===== src/rtl/button_event_pkg.sv =====
// Shared event codes and FSM state encoding for the button event encoder.
package button_event_pkg;

    localparam int unsigned EVT_W = 2;

    typedef enum logic [EVT_W-1:0] {
        EVT_RELEASE = 2'b00,
        EVT_PRESS   = 2'b01,
        EVT_LONG    = 2'b10,
        EVT_REPEAT  = 2'b11
    } btn_evt_t;

    typedef enum logic [1:0] {
        ST_IDLE    = 2'b00,
        ST_PRESSED = 2'b01,
        ST_HELD    = 2'b10
    } btn_state_t;

endpackage


===== src/rtl/btn_event_slot.sv =====
// One-deep valid/ready event register; drops a new event when full and
// not being drained, and records the loss in a sticky overflow flag.
module btn_event_slot
    import button_event_pkg::*;
(
    input  logic     clk_i,
    input  logic     rst_i,
    input  logic     evt_valid_i,
    input  btn_evt_t evt_code_i,
    input  logic     evt_ready_i,
    output logic     valid_o,
    output btn_evt_t code_o,
    output logic     overflow_o
);

    logic     valid_q, valid_d;
    btn_evt_t code_q, code_d;
    logic     overflow_q, overflow_d;

    always_ff @(posedge clk_i or posedge rst_i) begin
        if (rst_i) begin
            valid_q    <= 1'b0;
            code_q     <= EVT_RELEASE;
            overflow_q <= 1'b0;
        end else begin
            valid_q    <= valid_d;
            code_q     <= code_d;
            overflow_q <= overflow_d;
        end
    end

    // Accept-and-reload in one cycle is lossless; the held code never changes under stall.
    always_comb begin
        valid_d    = valid_q;
        code_d     = code_q;
        overflow_d = overflow_q;
        if (evt_valid_i) begin
            if (!valid_q || evt_ready_i) begin
                valid_d = 1'b1;
                code_d  = evt_code_i;
            end else begin
                overflow_d = 1'b1;
            end
        end else if (valid_q && evt_ready_i) begin
            valid_d = 1'b0;
        end
    end

    assign valid_o    = valid_q;
    assign code_o     = code_q;
    assign overflow_o = overflow_q;

endmodule


===== src/rtl/button_event_encoder.sv =====
// Turns a debounced button level into PRESS/LONG/REPEAT/RELEASE events.
// Define BTN_AUTO_REPEAT_EN to emit REPEAT events while the button stays held after LONG.
module button_event_encoder
    import button_event_pkg::*;
#(
    parameter int unsigned CNT_W        = 26,
    parameter int unsigned LONG_TICKS   = 50_000_000,
    parameter int unsigned REPEAT_TICKS = 10_000_000
) (
    input  logic     CLK,
    input  logic     RST,
    input  logic     BtnLevel,
    output logic     EventValid,
    output btn_evt_t EventCode,
    input  logic     EventReady,
    output logic     Overflow
);

    if (LONG_TICKS < 2 || REPEAT_TICKS < 2) begin : g_param_check
        $error("button_event_encoder: LONG_TICKS and REPEAT_TICKS must be >= 2");
    end

    localparam logic [CNT_W-1:0] LONG_LAST = CNT_W'(LONG_TICKS - 1);
`ifdef BTN_AUTO_REPEAT_EN
    localparam logic [CNT_W-1:0] REPEAT_LAST = CNT_W'(REPEAT_TICKS - 1);
`endif

    logic             lvl_q;
    btn_state_t       state_q, state_d;
    logic [CNT_W-1:0] cnt_q, cnt_d;
    logic [CNT_W-1:0] cnt_inc_c;
    logic             rise_c, fall_c;
    logic             evt_valid_c;
    btn_evt_t         evt_code_c;

    assign rise_c    = BtnLevel & ~lvl_q;
    assign fall_c    = ~BtnLevel & lvl_q;
    assign cnt_inc_c = (cnt_q == '1) ? cnt_q : cnt_q + CNT_W'(1);

    always_ff @(posedge CLK or posedge RST) begin
        if (RST) begin
            lvl_q   <= 1'b0;
            state_q <= ST_IDLE;
            cnt_q   <= '0;
        end else begin
            lvl_q   <= BtnLevel;
            state_q <= state_d;
            cnt_q   <= cnt_d;
        end
    end

    // Release always wins over a hold-time event landing on the same cycle.
    always_comb begin
        state_d     = state_q;
        cnt_d       = cnt_q;
        evt_valid_c = 1'b0;
        evt_code_c  = EVT_RELEASE;
        case (state_q)
            ST_IDLE: begin
                if (rise_c) begin
                    evt_valid_c = 1'b1;
                    evt_code_c  = EVT_PRESS;
                    cnt_d       = '0;
                    state_d     = ST_PRESSED;
                end
            end
            ST_PRESSED: begin
                if (fall_c) begin
                    evt_valid_c = 1'b1;
                    evt_code_c  = EVT_RELEASE;
                    cnt_d       = '0;
                    state_d     = ST_IDLE;
                end else if (cnt_q == LONG_LAST && BtnLevel) begin
                    evt_valid_c = 1'b1;
                    evt_code_c  = EVT_LONG;
                    cnt_d       = '0;
                    state_d     = ST_HELD;
                end else begin
                    cnt_d = cnt_inc_c;
                end
            end
            ST_HELD: begin
                if (fall_c) begin
                    evt_valid_c = 1'b1;
                    evt_code_c  = EVT_RELEASE;
                    cnt_d       = '0;
                    state_d     = ST_IDLE;
                end else begin
`ifdef BTN_AUTO_REPEAT_EN
                    if (cnt_q == REPEAT_LAST) begin
                        evt_valid_c = 1'b1;
                        evt_code_c  = EVT_REPEAT;
                        cnt_d       = '0;
                    end else begin
                        cnt_d = cnt_inc_c;
                    end
`else
                    cnt_d = '0;
`endif
                end
            end
            default: begin
                state_d = ST_IDLE;
                cnt_d   = '0;
            end
        endcase
    end

    btn_event_slot u_slot (
        .clk_i       (CLK),
        .rst_i       (RST),
        .evt_valid_i (evt_valid_c),
        .evt_code_i  (evt_code_c),
        .evt_ready_i (EventReady),
        .valid_o     (EventValid),
        .code_o      (EventCode),
        .overflow_o  (Overflow)
    );

endmodule

===== config.mk =====
export PLATFORM = sky130hd
export DESIGN_NAME = button_event_encoder
export DESIGN_NICKNAME = d
export VERILOG_FILES = /design/src/rtl/button_event_pkg.sv /design/src/rtl/btn_event_slot.sv /design/src/rtl/button_event_encoder.sv
export SDC_FILE = /design/constraint.sdc
export NUM_CORES = 1
export LEC_CHECK = 0
export CORE_MARGIN = 10
export CORE_UTILIZATION = 54
export DETAILED_ROUTE_END_ITERATION = 12
export GPL_TIMING_DRIVEN = 1
export PLACE_DENSITY_LB_ADDON = 0.3
export SLEW_MARGIN = 20
export SYNTH_ARGS = -nofsm -noshare
export SYNTH_HDL_FRONTEND = slang
export SYNTH_SLANG_ARGS = --single-unit

===== constraint.sdc =====
create_clock -name CLK -period 2.3 [get_ports CLK]
set_input_delay 0.23 -clock CLK [delete_from_list [all_inputs] [get_ports CLK]]
set_output_delay 0.23 -clock CLK [all_outputs]
set_load 0.1 [all_outputs]

==> results by group <==
Outcome
  – Outcome: finished with violations
  – Failing checks: setup timing

Synthesis
  – Top_reg_cell synth: dfrtp_1
  – Register area share after synthesis: 43.2%
  – Mapped Area: 1910 um2
  – Share of flip-flops with an asynchronous set or reset: 100%
  – Mapped Avg Cell Area: 9.02 um2
  – XOR/XNOR share of the synthesized area: 0%
  – Synth Area in Compound Gates: 18.1%
  – Post-synthesis adder-cell area fraction: 0.654%
  – Post-Syn Nets: 217
  – Mux contribution to synthesized area: 2.09%
  – Number of synthesized register bits: 33
  – Post-synth EDFFs: 0
  – Post-Syn Instances: 212
  – Simple-gate portion of the synthesized area: 33.1%
  – Ys Warns: 0
  – Library cells used by synthesis: 47
  – Main combinational cell family by area after synthesis: simple AND/OR/NAND/NOR gates

Layout
  – Leading cell types in the layout, fill and taps excluded: 56 x buf_4, 32 x dfrtp_1, 31 x nand2_1
  – Multi-input logic area: 1090 um2
  – Sequential cell area: 827 um2
  – Filler cell count: 226
  – Share of cells above drive strength 1: 30.9%
  – # diodes: 0
  – Area Growth Syn to Fin: 32.1%
  – Leading cell type in the layout, fill and taps excluded: buf_4
  – Post-layout nets: 276

Setup path
  – Arr. time, crit path: 2640 ps
  – CP startpoint: cnt_q[1]$_DFFE_PP0P_
  – R2R depth: 9
  – Critical Path Fanout Max: 12
  – CP Cell Sequence: ha_2 -> nand2_2 -> or3_4 -> or4_4 -> buf_4 -> nor3_4 -> buf_4 -> o21ai_0 -> a21oi_1
  – R2r startpoint: cnt_q[1]$_DFFE_PP0P_
  – Most used cell along the critical path: buf_4
  – WP depth: 9
  – Slowest cell on the critical path: or4_4
  – CP bufs+invs: 2
  – Slowest stage delay, CP: 560 ps
  – Nature of the critical path endpoint: flop
  – Req. time, crit path: 2580 ps
  – Cell family with most CP delay: simple AND/OR/NAND/NOR gates
  – Setup crit start kind: flop
  – CP Class: reg2reg

STA
  – Final setup vio count: 12
  – Slew @ Worst Pin: 668 ps
  – Worst slew margin: 55.4%
  – Fin crit share: 103%
  – Worst hold slack: 271 ps
  – RSZ-0062 raised after global routing: true
  – Final Max Tran Viols: 0
  – FMAX: 0.424 GHz
  – Final WS setup: -61.3 ps
  – Skew final: 5.59 ps
  – Final min period: 2360 ps
  – Hold Fails Final Rpt: 0

Clock tree
  – CTS Buf Count: 5
  – H-tree levels: 2
  – TritonCTS clock tree: done
  – Clock latency on the worst-skew pair: 350 ps
  – CTS max path bufs: 2
  – CTS Root Cell: clkbuf_4
  – Hold buffers post-CTS: 0
  – Clock slew at reported path FFs: 100 ps
  – Clk sink count: 33

Route
  – DR vias/cell: 6.25
  – DRC: 0
  – Drt pass-1 iters: 6
  – Routed len/inst: 17.7 um
  – Vias: 1987
  – Final wirelength: 5640 um
  – Final ANT Viol Nets: 0
  – DRT iter0 DRCs: 208

Power and ir drop
  – Clk pwr share: 23.9%
  – Final total power: 1.62 mW
  – Cell area power density: 641 nW/um2
  – P_int: 1.01 mW
  – Switching fraction of total power: 37.9%
  – Switching power total: 614 uW
  – Worst VDD drop: 0.000364 V
  – Gate power share: 35.4%
  – P_leak: 1.13 nW
  – Flop pwr share: 40.7%

Floorplan
  – Die footprint: 6320 um2
  – Die Wd: 79.5 um
  – Core Area: 3390 um2
  – # IOs: 8
  – Chip height: 79.5 um
  – Row count: 21
  – Initial Utilization: 56.4%

GRT
  – Remaining Overflow, GRT: 0
  – Initial antenna violation count: 0
  – Largest net degree at the start of global routing: 18
  – Overall routing resource usage: 18.9%
  – Vias in the first global route: 2056
  – First-pass GRT wire length: 9580 um

Placement
  – IO buf count: 7
  – Post-placement worst setup slack: -171 ps
  – DP HPWL: 4090 um
  – Final Wtd Congestion: 0.917

Job
  – Max cap viols: 0

Hold path
  – Worst Hold Class: in2async
path summary, 6_finish.rpt:
| check | to | slack, ps |
|---|---|---|
| setup / recovery | cnt_q[8]$_DFFE_PP0P_ | -60 |
| hold / removal | cnt_q[7]$_DFFE_PP0P_ | 270 |
| setup reg to reg | cnt_q[8]$_DFFE_PP0P_ | -60 |
| hold reg to reg | u_slot.overflow_o$_DFFE_PP0P_ | 500 |
| max in group asynchronous | cnt_q[15]$_DFFE_PP0P_ | 1500 |
| min in group CLK | lvl_q$_DFF_PP0_ | 380 |
what timing repair did:
action	4_1_cts	5_1_grt
setup buffers	1	1
setup endpoints to repair	17	19
gates resized for setup	5	8
endpoints found under the hold margin	0	0
pin swaps	1	2
state kept, by name (all words and copies together) (netlist names):
signal and cells:
lvl_q 1, state_q 2, u_slot.overflow_o 1, u_slot.valid_o 1, u_slot.code_o 2, cnt_q 26
cells in the mapped netlist (5+ instances only):
library cell | count | area, um2
or4_1 | 10 | 75.1
nor3_1 | 7 | 35.0
o211ai_1 | 7 | 52.6
clkbuf_1 | 5 | 18.8
dfrtp_1 | 33 | 826
o21ai_0 | 12 | 60.1
nand3_1 | 11 | 55.1
nand2_1 | 32 | 120
a21oi_1 | 11 | 55.1
nand2b_1 | 7 | 43.8
nor2_1 | 10 | 37.5
nand4_1 | 8 | 50.1
and3_1 | 5 | 31.3
layout make-up:
| cell class | instances | area share (%) |
|---|---|---|
| clock buffer | 7 | 2.58 |
| multi-input combinational | 168 | 43.1 |
| timing repair buffer | 60 | 18.6 |
| inverter | 3 | 0.446 |
| clock inverter | 1 | 0.198 |
| sequential | 33 | 32.7 |
| tap | 46 | 2.28 |
through the flow:
stage               cell area (um2)  TNS, ps  utilization [%]  cells
floorplan                      1920    -1380                -    212
global placement               2380     -525             70.3    308
detailed placement             2380    -1580             70.3    308
CTS                            2480     -190             73.2    317
global route                   2530    -2220             74.5    318
finish                         2530     -454             74.5    318
worst register-to-register path, stage by stage (launching register included):
cell and delay, ps:
dfrtp_1 380, ha_2 200, nand2_2 60, or3_4 370
or4_4 560, buf_4 160, nor3_4 110, buf_4 200
o21ai_0 110, a21oi_1 140
layer usage:
| metal | up-vias | global-route usage (%) | part of all wire (%) |
|---|---|---|---|
| li1 | 926 | - | - |
| met3 | 19 | 6.98 | 8.0 |
| met2 | 87 | 30.4 | 49 |
| met1 | 955 | 21.4 | 41 |
| met5 | - | 0 | 0 |
| met4 | 0 | 9.68 | 2.3 |
power by group through the flow:
| stage | Sequential (mW) | Combinational (mW) | Clock [mW] |
|---|---|---|---|
| 6_report | 0.660 | 0.573 | 0.387 |
| 3_5_place_dp | 0.669 | 0.545 | 0 |
| 2_1_floorplan | 0.821 | 0.167 | 0 |
| 5_1_grt | 0.664 | 0.610 | 0.421 |
| 4_1_cts | 0.658 | 0.562 | 0.391 |
| 3_3_place_gp | 0.668 | 0.535 | 0 |
cells by family after synthesis:
group	count (synthesis)
simple gates	111
compound gates	52
flops	33
buf+inv	11
mux	4
fa+ha+maj	1
Power figures use the tool's default switching activity.
